--- src/rtl/ifu_fetch.sv ---
// ifu_fetch: single-outstanding instruction fetch stage between the PC register and decode.
// Issues one imem request per pc, holds the result for the IDU and strobes pc_wen on a clean accept.
module ifu_fetch #(
    parameter int unsigned XLEN     = 32,
    parameter int unsigned MAX_WAIT = 255
) (
    input  logic            clk,
    input  logic            rst,
    input  logic [XLEN-1:0] pc,
    output logic            pc_wen,
    input  logic            flush,
    output logic            imem_req_valid,
    input  logic            imem_req_ready,
    output logic [XLEN-1:0] imem_req_addr,
    input  logic            imem_rsp_valid,
    input  logic [31:0]     imem_rsp_data,
    input  logic            imem_rsp_err,
    output logic            inst_valid,
    input  logic            inst_ready,
    output logic [31:0]     inst,
    output logic [XLEN-1:0] inst_pc,
    output logic [1:0]      inst_fault
);
    localparam int unsigned CW = $clog2(MAX_WAIT + 1);

    localparam logic [1:0] F_NONE     = 2'b00;
    localparam logic [1:0] F_MISALIGN = 2'b01;
    localparam logic [1:0] F_BUS      = 2'b10;
    localparam logic [1:0] F_TIMEOUT  = 2'b11;

    typedef enum logic [2:0] {
        S_IDLE  = 3'd0,
        S_REQ   = 3'd1,
        S_WAIT  = 3'd2,
        S_HOLD  = 3'd3,
        S_DRAIN = 3'd4,
        S_PARK  = 3'd5
    } state_t;

    state_t          r_state;
    state_t          w_next;
    logic [CW-1:0]   r_wait_cnt;
    logic [31:0]     r_inst;
    logic [XLEN-1:0] r_inst_pc;
    logic [1:0]      r_fault;
    logic            w_aligned;
    logic            w_timeout;

    assign w_aligned = (pc[1:0] == 2'b00);
    // Shared by WAIT and DRAIN: the counter restarts on entry to either.
    assign w_timeout = (r_wait_cnt == CW'(MAX_WAIT - 1));

    always_ff @(posedge clk or posedge rst) begin
        if (rst) begin
            r_state <= S_IDLE;
        end else begin
            r_state <= w_next;
        end
    end

    always_comb begin
        w_next = r_state;
        case (r_state)
            S_IDLE: w_next = S_REQ;
            S_REQ: begin
                if (!flush) begin
                    if (!w_aligned) begin
                        w_next = S_HOLD;
                    end else if (imem_req_ready) begin
                        w_next = S_WAIT;
                    end
                end
            end
            S_WAIT: begin
                if (imem_rsp_valid) begin
                    w_next = flush ? S_REQ : S_HOLD;
                end else if (flush) begin
                    w_next = S_DRAIN;
                end else if (w_timeout) begin
                    w_next = S_HOLD;
                end
            end
            S_DRAIN: begin
                if (imem_rsp_valid || w_timeout) begin
                    w_next = S_REQ;
                end
            end
            S_HOLD: begin
                if (flush) begin
                    w_next = S_REQ;
                end else if (inst_ready) begin
                    w_next = (r_fault == F_NONE) ? S_REQ : S_PARK;
                end
            end
            S_PARK: begin
                if (flush) begin
                    w_next = S_REQ;
                end
            end
            default: w_next = S_IDLE;
        endcase
    end

    always_comb begin
        imem_req_valid = 1'b0;
        imem_req_addr  = '0;
        inst_valid     = 1'b0;
        pc_wen         = 1'b0;
        case (r_state)
            S_REQ: begin
                imem_req_valid = ~flush & w_aligned;
                imem_req_addr  = pc;
            end
            S_HOLD: begin
                inst_valid = 1'b1;
                pc_wen     = inst_ready & ~flush & (r_fault == F_NONE);
            end
            default: ;
        endcase
    end

    // Captured instruction, its pc and fault, plus the response wait counter.
    always_ff @(posedge clk or posedge rst) begin
        if (rst) begin
            r_inst     <= '0;
            r_inst_pc  <= '0;
            r_fault    <= F_NONE;
            r_wait_cnt <= '0;
        end else begin
            case (r_state)
                S_REQ: begin
                    if (!flush) begin
                        if (!w_aligned) begin
                            r_inst    <= '0;
                            r_inst_pc <= pc;
                            r_fault   <= F_MISALIGN;
                        end else if (imem_req_ready) begin
                            r_inst_pc  <= pc;
                            r_wait_cnt <= '0;
                        end
                    end
                end
                S_WAIT: begin
                    if (imem_rsp_valid) begin
                        if (!flush) begin
                            r_inst  <= imem_rsp_err ? 32'd0 : imem_rsp_data;
                            r_fault <= imem_rsp_err ? F_BUS : F_NONE;
                        end
                    end else if (flush) begin
                        r_wait_cnt <= '0;
                    end else if (w_timeout) begin
                        r_inst  <= '0;
                        r_fault <= F_TIMEOUT;
                    end else begin
                        r_wait_cnt <= r_wait_cnt + CW'(1);
                    end
                end
                S_DRAIN: begin
                    if (!imem_rsp_valid && !w_timeout) begin
                        r_wait_cnt <= r_wait_cnt + CW'(1);
                    end
                end
                default: ;
            endcase
        end
    end

    assign inst       = r_inst;
    assign inst_pc    = r_inst_pc;
    assign inst_fault = r_fault;

endmodule

--- config.mk ---
export PLATFORM = sky130hd
export DESIGN_NAME = ifu_fetch
export DESIGN_NICKNAME = d
export VERILOG_FILES = /design/src/rtl/ifu_fetch.sv
export SDC_FILE = /design/constraint.sdc
export NUM_CORES = 1
export LEC_CHECK = 0
export BUFFER_PORTS_ARGS = -buffer_cell sky130_fd_sc_hd__buf_2
export CAP_MARGIN = 10
export CORE_ASPECT_RATIO = 1.4
export CORE_MARGIN = 3
export CORE_UTILIZATION = 44
export CTS_BUF_LIST = sky130_fd_sc_hd__clkbuf_8
export CTS_CLUSTER_SIZE = 12
export DETAILED_ROUTE_END_ITERATION = 12
export GPL_ROUTABILITY_DRIVEN = 0
export PLACE_DENSITY_LB_ADDON = 0.15
export SLEW_MARGIN = 20
export SYNTH_ARGS = -nofsm -noshare
export SYNTH_HDL_FRONTEND = slang
export SYNTH_SLANG_ARGS = --single-unit
--- constraint.sdc ---
create_clock -name clk -period 2.2 [get_ports clk]
set_input_delay 0.11 -clock clk [delete_from_list [all_inputs] [get_ports clk]]
set_output_delay 0.11 -clock clk [all_outputs]
set_load 0.01 [all_outputs]
; ---- Yosys cells after proc, flatten, opt, wreduce, memory -nomap -nowiden
; Index checks and enable logic that the tools add are counted.
[word_totals]
ff_bits = 77
inputBits = 71
output_inout_bits = 101
wordCells = 87
[op_classes]
add_sub_neg = 1
eq_ne = 21
n_mux = 43
bitwise = 4
n_reduce_logical = 13
[ops]
columns = operator, n
row1 = 32-bit two-way mux, 10
row2 = 32-bit one-hot mux with 2 select lines, 1
row3 = 8-bit two-way mux, 7
row4 = 3-bit two-way mux, 11
row5 = 8-bit one-hot mux with 3 select lines, 1
row6 = "2-bit != test, second input constant", 10
row7 = 3-bit one-hot mux with 6 select lines, 1
row8 = 2-bit two-way mux, 8
row9 = "3-bit != test, second input constant", 4
row10 = "8-bit by 1-bit adder with 8-bit output, second input constant", 1
row11 = "8-bit equality test, second input constant", 1
row12 = 7-bit AND reduction, 1
row13 = "3-bit by 2-bit equality test with 1-bit output, second input constant", 2
row14 = "3-bit equality test, second input constant", 2
row15 = 6-bit AND reduction, 1
row16 = 5-bit AND reduction, 1
row17 = 2-bit logical NOT, 2
row18 = "4-bit != test, second input constant", 1
row19 = 2-bit one-hot mux with 2 select lines, 1
row20 = 1-bit AND, 3
row21 = "3-bit by 1-bit equality test with 1-bit output, second input constant", 1
row22 = 3-bit logical NOT, 1
row23 = 1-bit two-way mux, 3
row24 = 3-bit AND reduction, 1
row25 = other kinds (6), 7

; ---- Depth between registers and ports, before layout
; Gate-level depths: netlist (run 1).
[logic_depth]
depth_word = 5
mapped_depth = 8
ltp_nobuf = 6

; ---- Worst setup path after synthesis (run 1)
; Ideal clock, no wire load.
[synth_timing]
path_kind = register to register
from = register r_wait_cnt[0]
to = register r_fault[1], in the netlist inst_fault[1]
setup_time_ps = 125
arrival_time_ps = 1875
t_required_ps = 2075
path_slack_ps = 200
stages_incl_launch_ff = 8
n_path_buf = 1
period_less_slack_ps = 2000
cell_sequence = dfrtp_1 > inv_1 > ha_1 > nand4_1 > or2_1 > buf_6 > a211oi_4 > mux2_4
[synth_between]
elab_chain_len = 3
[synth_lines]
columns = item, line_no
row1 = start: declaration, 42  ; logic [CW-1:0] r_wait_cnt;
row2 = start signal: assignment, 155  ; r_wait_cnt <= r_wait_cnt + CW'(1);
row3 = start signal: assignment, 160  ; r_wait_cnt <= r_wait_cnt + CW'(1);
row4 = 8-bit equality test, 51  ; assign w_timeout = (r_wait_cnt == CW'(MAX_WAIT - 1));
row5 = 3-bit != test (no line), -
row6 = 5-bit AND reduction (no line), -
row7 = end signal: assignment, 147  ; r_fault <= imem_rsp_err ? F_BUS : F_NONE;
row8 = end: declaration, 45  ; logic [1:0] r_fault;
; Every way passes these cells.
; A chain may end at the register's enable or synchronous reset.

; ---- Worst setup path in the final report (run 1)
[layout_timing]
from = register r_wait_cnt[0]
to = register r_inst[16], in the netlist inst[16]
[layout_between]
elab_chain_len = 3
[layout_lines]
columns = item, line_no
row1 = 8-bit equality test, 51
row2 = 3-bit != test (no line), -
row3 = 5-bit AND reduction (no line), -
row4 = end signal: assignment, 146  ; r_inst <= imem_rsp_err ? 32'd0 : imem_rsp_data;
row5 = end: declaration, 43  ; logic [31:0] r_inst;
; Every way passes these cells.

==> results of run 1 <==
worst max-delay path, cell delays in order (launching register included):
cell,delay [ns]
dfrtp_1,0.42
inv_1,0.10
ha_1,0.15
nand4_1,0.14
or2_1,0.29
a211oi_4,0.39
buf_12,0.23
mux2i_1,0.22
synth_stat cells, types with 4 or more instances:
cell type / instances / area (sq um)
dfrtp_1: 77 / 1930
and3_1: 36 / 225
inv_1: 36 / 135
nand2_1: 36 / 135
mux2i_1: 33 / 330
mux2_4: 31 / 465
a31oi_1: 11 / 68.8
clkbuf_1: 10 / 37.5
o21ai_0: 9 / 45.0
a21oi_1: 6 / 30.0
nand2b_1: 5 / 31.3
buf_2: 4 / 20.0
buf_6: 4 / 45.0
nor2b_1: 4 / 25.0
final timing paths:
check,cells past startpoint,slack (ns),startpoint,endpoint
min in group asynchronous,3,0.44,rst,inst_pc[5]
worst min-delay path,3,0.02,imem_rsp_data[20],inst[20]
worst max register to register,7,0.17,r_wait_cnt[0],inst[16]
worst min register to register,1,0.50,r_wait_cnt[7],r_wait_cnt[7]
worst max-delay path,7,0.17,r_wait_cnt[0],inst[16]
max in group asynchronous,4,1.12,rst,inst[29]
final cells by class:
type	count	area (sq um)	share of cell area [%]
clock buffer	11	151	2.80
multi-input combinational	211	1700	31.3
sequential	77	1930	35.6
timing repair buffer	218	1350	24.9
clock inverter	5	27.5	0.508
tap	105	131	2.43
inverter	36	136	2.52
logic make-up (layout without fill, tap and decap cells):
family | Yosys count | in the layout | synth area share (%)
buffers and inverters | 57 | 270 | 7.25
DFF | 77 | 77 | 49.4
muxes | 67 | 67 | 21.3
adders and majority gates | 2 | 2 | 0.642
and+or+nand+nor | 108 | 108 | 15.5
AOI/OAI and AO/OA | 34 | 34 | 5.90
power by group:
group / total [mW] / leakage, nW / internal [mW] / switching (mW)
registers: 1.97 / 0.991 / 1.78 / 0.199
clock network: 0.948 / 0.0939 / 0.461 / 0.487
logic: 2.64 / 1.72 / 1.36 / 1.28
total: 5.56 / 2.81 / 3.60 / 1.96
routing by layer:
metal	GRT usage, %	part of all wire, %	up-vias
li1	-	-	1588
met1	24.4	41	1528
met2	33.4	49	141
met3	4.78	7.0	28
met4	8.32	3.0	0
met5	0	0	-
per-stage QoR:
step	setup WS, ns	hold slack, ns	utilization [%]
floorplan	0.123	0.224	-
global placement	0.233	0.282	56.8
detailed placement	0.161	0.289	56.8
CTS	0.149	0.0000709	62.9
global route	0.00692	0.000473	62.9
finish	0.171	0.0171	62.9
flip-flops by register name, summed over array words and instances, names as in the netlist:
register	cells
inst	32
inst_pc	32
r_wait_cnt	8
r_state	3
inst_fault	2
==> results_dict.tcl, run 1 <==
set metrics [dict create \
    rows 40 \
    end_kind "flop" \
    initial_core_util_pct 45.3 \
    slew-limit-headroom_pct 45.5 \
    drive_gt1_share_pct 43.2 \
    fin_cells 663 \
    antenna_cells 0 \
    rsz0062_at_grt "false" \
    fmax_ghz 0.493 \
    synth-edff-count 0 \
    p_total_mw 5.56 \
    tns_ns 0 \
    synth_seq_cells 77 \
    grt_max_degree 46 \
    grt_pass1_wl_microns 16100 \
    first_iter_violations 121 \
    synth_async_sr_flop_share_pct 100 \
    critPathLaunchType "flop" \
    clock-sinks 77 \
    hpwl_microns 7070 \
    wire_per_inst_microns 15.2 \
    drc_errors 0 \
    final_cell_mix "buf_2, dfrtp_1, inv_1" \
    nets 626 \
    grt_pass1_vias 3328 \
    synth_warnings 0 \
    cts.path.max_buffers 2 \
    antenna_found_initial 0 \
    grt_use_total_pct 20.0 \
    cts_tree "yes" \
    finalCritPeriodShare_pct 92.2 \
    cts_resized 0 \
    port-buffer-count 171 \
    p_leak_nw 2.81 \
    vias 3285 \
    power_density_nw_per_um2 1030 \
    cts_max_level 3 \
    cts_buffers 9 \
    drt-pass1-iter-count 4 \
    tightest_slew_ns 0.817 \
    die_y_microns 117 \
    peakVddDrop_v 0.000641 \
    setup_viol 0 \
    fin_skew_ns 0.00795 \
    die_w_microns 85.6 \
    worstHoldPathType "primary input to flop" \
    cts_root_buffer "clkbuf_8" \
    vias_per_cell 4.95 \
    syn_area_per_cell_sq_um 11.3 \
    status "complete, no violations" \
    design_area_sq_um 5420 \
    path_clk_slew_ns 0.07 \
    syn-instance-count 345 \
    io-pin-count 172 \
    maxCapViolCount 0 \
    drt-total-wl_microns 10100 \
    crit_type "flop to flop" \
    crit_required_ns 2.46 \
    final_common_cell "buf_2" \
    syn_area_sq_um 3900 \
    dpl-instance-area_sq_um 4890 \
    worst-path-max-fanout 16 \
    cp.arrival_ns 2.29 \
    finalMaxSlewViolations 0 \
    hold_viol 0 \
    n_fill_cell 724 \
    fin_crit_ns 2.03 \
    synth_seq_area_share_pct 49.4 \
    cts_setup_buffers 0 \
    ys.flop_type "dfrtp_1" \
    grt_overflow 0 \
    ctsHoldBuffers 35 \
    area_growth_pct 38.9 \
    ant_nets 0 \
    insertion_delay_ns 0.34 \
    yosysUniqueCellTypes 42 \
    die-area_sq_um 10000 \
    core_area_sq_um 8610 \
    synth_nets 418 \
    dp.cells 612 \
]
(Power assumes the default switching activity.)
==> run 2: changes to the inputs <==
RECOVER_POWER = 25   (was not set)
==> run 2 against run 1 <==
  * Utilization is 0.92 points lower
  * Non-clock buffer count did not move
  * Setup slack lost 0.0014 ns
  * Final cell count unchanged
  * Global-route usage unchanged
==> results_dict.tcl, run 2 (synthesis gave the netlist of run 1 again) <==
set metrics [dict create \
    status "complete, no violations" \
    slew-limit-headroom_pct 45.4 \
    first_iter_violations 122 \
    p_leak_nw 2.58 \
    cp.arrival_ns 2.29 \
    clock-sinks 77 \
    end_kind "flop" \
    die-area_sq_um 10000 \
    grt_max_degree 46 \
    hold_depth 3 \
    reg2reg_from "r_wait_cnt[0]" \
    wire_per_inst_microns 15.2 \
    grt_pass1_vias 3328 \
    cts.path.max_buffers 2 \
    rsz0062_at_grt "false" \
    drc_errors 0 \
    path_clk_slew_ns 0.07 \
    die_y_microns 117 \
    io-pin-count 172 \
    setup_slack_ns 0.169 \
    core_area_sq_um 8610 \
    area_growth_pct 36.9 \
    reg2reg_setup_slack_ns 0.17 \
    antenna_cells 0 \
    grt_use_total_pct 20.0 \
    drive_gt1_share_pct 31.9 \
    hold_viol 0 \
    vias 3260 \
    finalCritPeriodShare_pct 92.3 \
    cts_tree "yes" \
    hpwl_microns 7070 \
    drt-pass1-iter-count 4 \
    min_to "inst[20]" \
    r2r_cells 7 \
    fin_crit_ns 2.03 \
    fin_skew_ns 0.00833 \
    drt-total-wl_microns 10100 \
    critPathLaunchType "flop" \
    ant_nets 0 \
    antenna_found_initial 0 \
    initial_core_util_pct 45.3 \
    cts_max_level 3 \
    vias_per_cell 4.92 \
    crit_type "flop to flop" \
    finalMaxSlewViolations 0 \
    r2r-end "inst[16]" \
    insertion_delay_ns 0.34 \
    die_w_microns 85.6 \
    crit_required_ns 2.46 \
    setup_viol 0 \
    tns_ns 0 \
    port-buffer-count 171 \
    peakVddDrop_v 0.000631 \
    post-place-ws_ns 0.161 \
    hold_ws_ns 0.0153 \
    grt_overflow 0 \
    power_density_nw_per_um2 1030 \
    final_cell_mix "buf_2, dfrtp_1, clkbuf_1" \
    cts_resized 0 \
    cts_root_buffer "clkbuf_8" \
    final_common_cell "buf_2" \
    maxCapViolCount 0 \
    worst-path-max-fanout 16 \
    worstHoldPathType "primary input to flop" \
    tightest_slew_ns 0.818 \
    nets 626 \
    cts_buffers 9 \
    rows 40 \
    fmax_ghz 0.492 \
    worstHoldStart "imem_rsp_data[20]" \
    grt_pass1_wl_microns 16100 \
]
==> run 2: worst max-delay path by stage <==
stage                  start  endpoint  slack, ns  cells after the start
2_1_floorplan            rst   inst[0]       0.12                      1
3_3_place_gp   r_wait_cnt[0]  inst[28]       0.23                      7
3_5_place_dp   r_wait_cnt[0]  inst[19]       0.16                      7
4_1_cts        r_wait_cnt[0]  inst[16]       0.15                      7
5_1_grt        r_wait_cnt[0]  inst[31]      0.007                      7
6_report       r_wait_cnt[0]  inst[16]       0.17                      7
==> run 2: power breakdown <==
| part | switching (mW) | internal (mW) | total [mW] |
|---|---|---|---|
| clock network | 0.485 | 0.461 | 0.946 |
| logic | 1.28 | 1.28 | 2.55 |
| registers | 0.209 | 1.78 | 1.98 |
==> run 2: layout make-up <==
cell class              count  area [sq um]
clock inverters             5          27.5
flip-flops and latches     77          1930
multi-input cells         211          1700
well taps                 105           131
fillers                   747          3270
clock buffers              11           151
inverters                  36           136
repair buffers            218          1270
==> run 2: worst max-delay path, cell delays in order (launching register included) <==
cell and delay [ns]:
dfrtp_1 0.42, inv_1 0.10, ha_1 0.15, nand4_1 0.14, or2_1 0.29, a211oi_4 0.40, buf_12 0.23, mux2i_1 0.21
==> run 2: per-stage QoR <==
step | std cells | utilization (%) | power (mW) | cell area (sq um)
floorplan | 345 | - | 3.68 | 3900
CTS | 663 | 62.9 | 5.61 | 5420
global route | 663 | 62.0 | 5.83 | 5340
global placement | 612 | 56.8 | 4.55 | 4890
finish | 663 | 62.0 | 5.49 | 5340
detailed placement | 612 | 56.8 | 4.60 | 4890
==> run 2: what timing repair did <==
| item | CTS | global route |
|---|---|---|
| hold buffers | 35 | 0 |
| setup endpoints to repair | 0 | 0 |
| hold endpoints to repair | 78 | 0 |
| buffers inserted | 0 | 0 |
==> run 2: layer usage <==
| metal | wire length (microns) | track usage [%] |
|---|---|---|
| met1 | 4160 | 24.4 |
| met4 | 290 | 8.32 |
| met3 | 703 | 4.78 |
| met2 | 4940 | 33.4 |
| met5 | 0 | 0 |
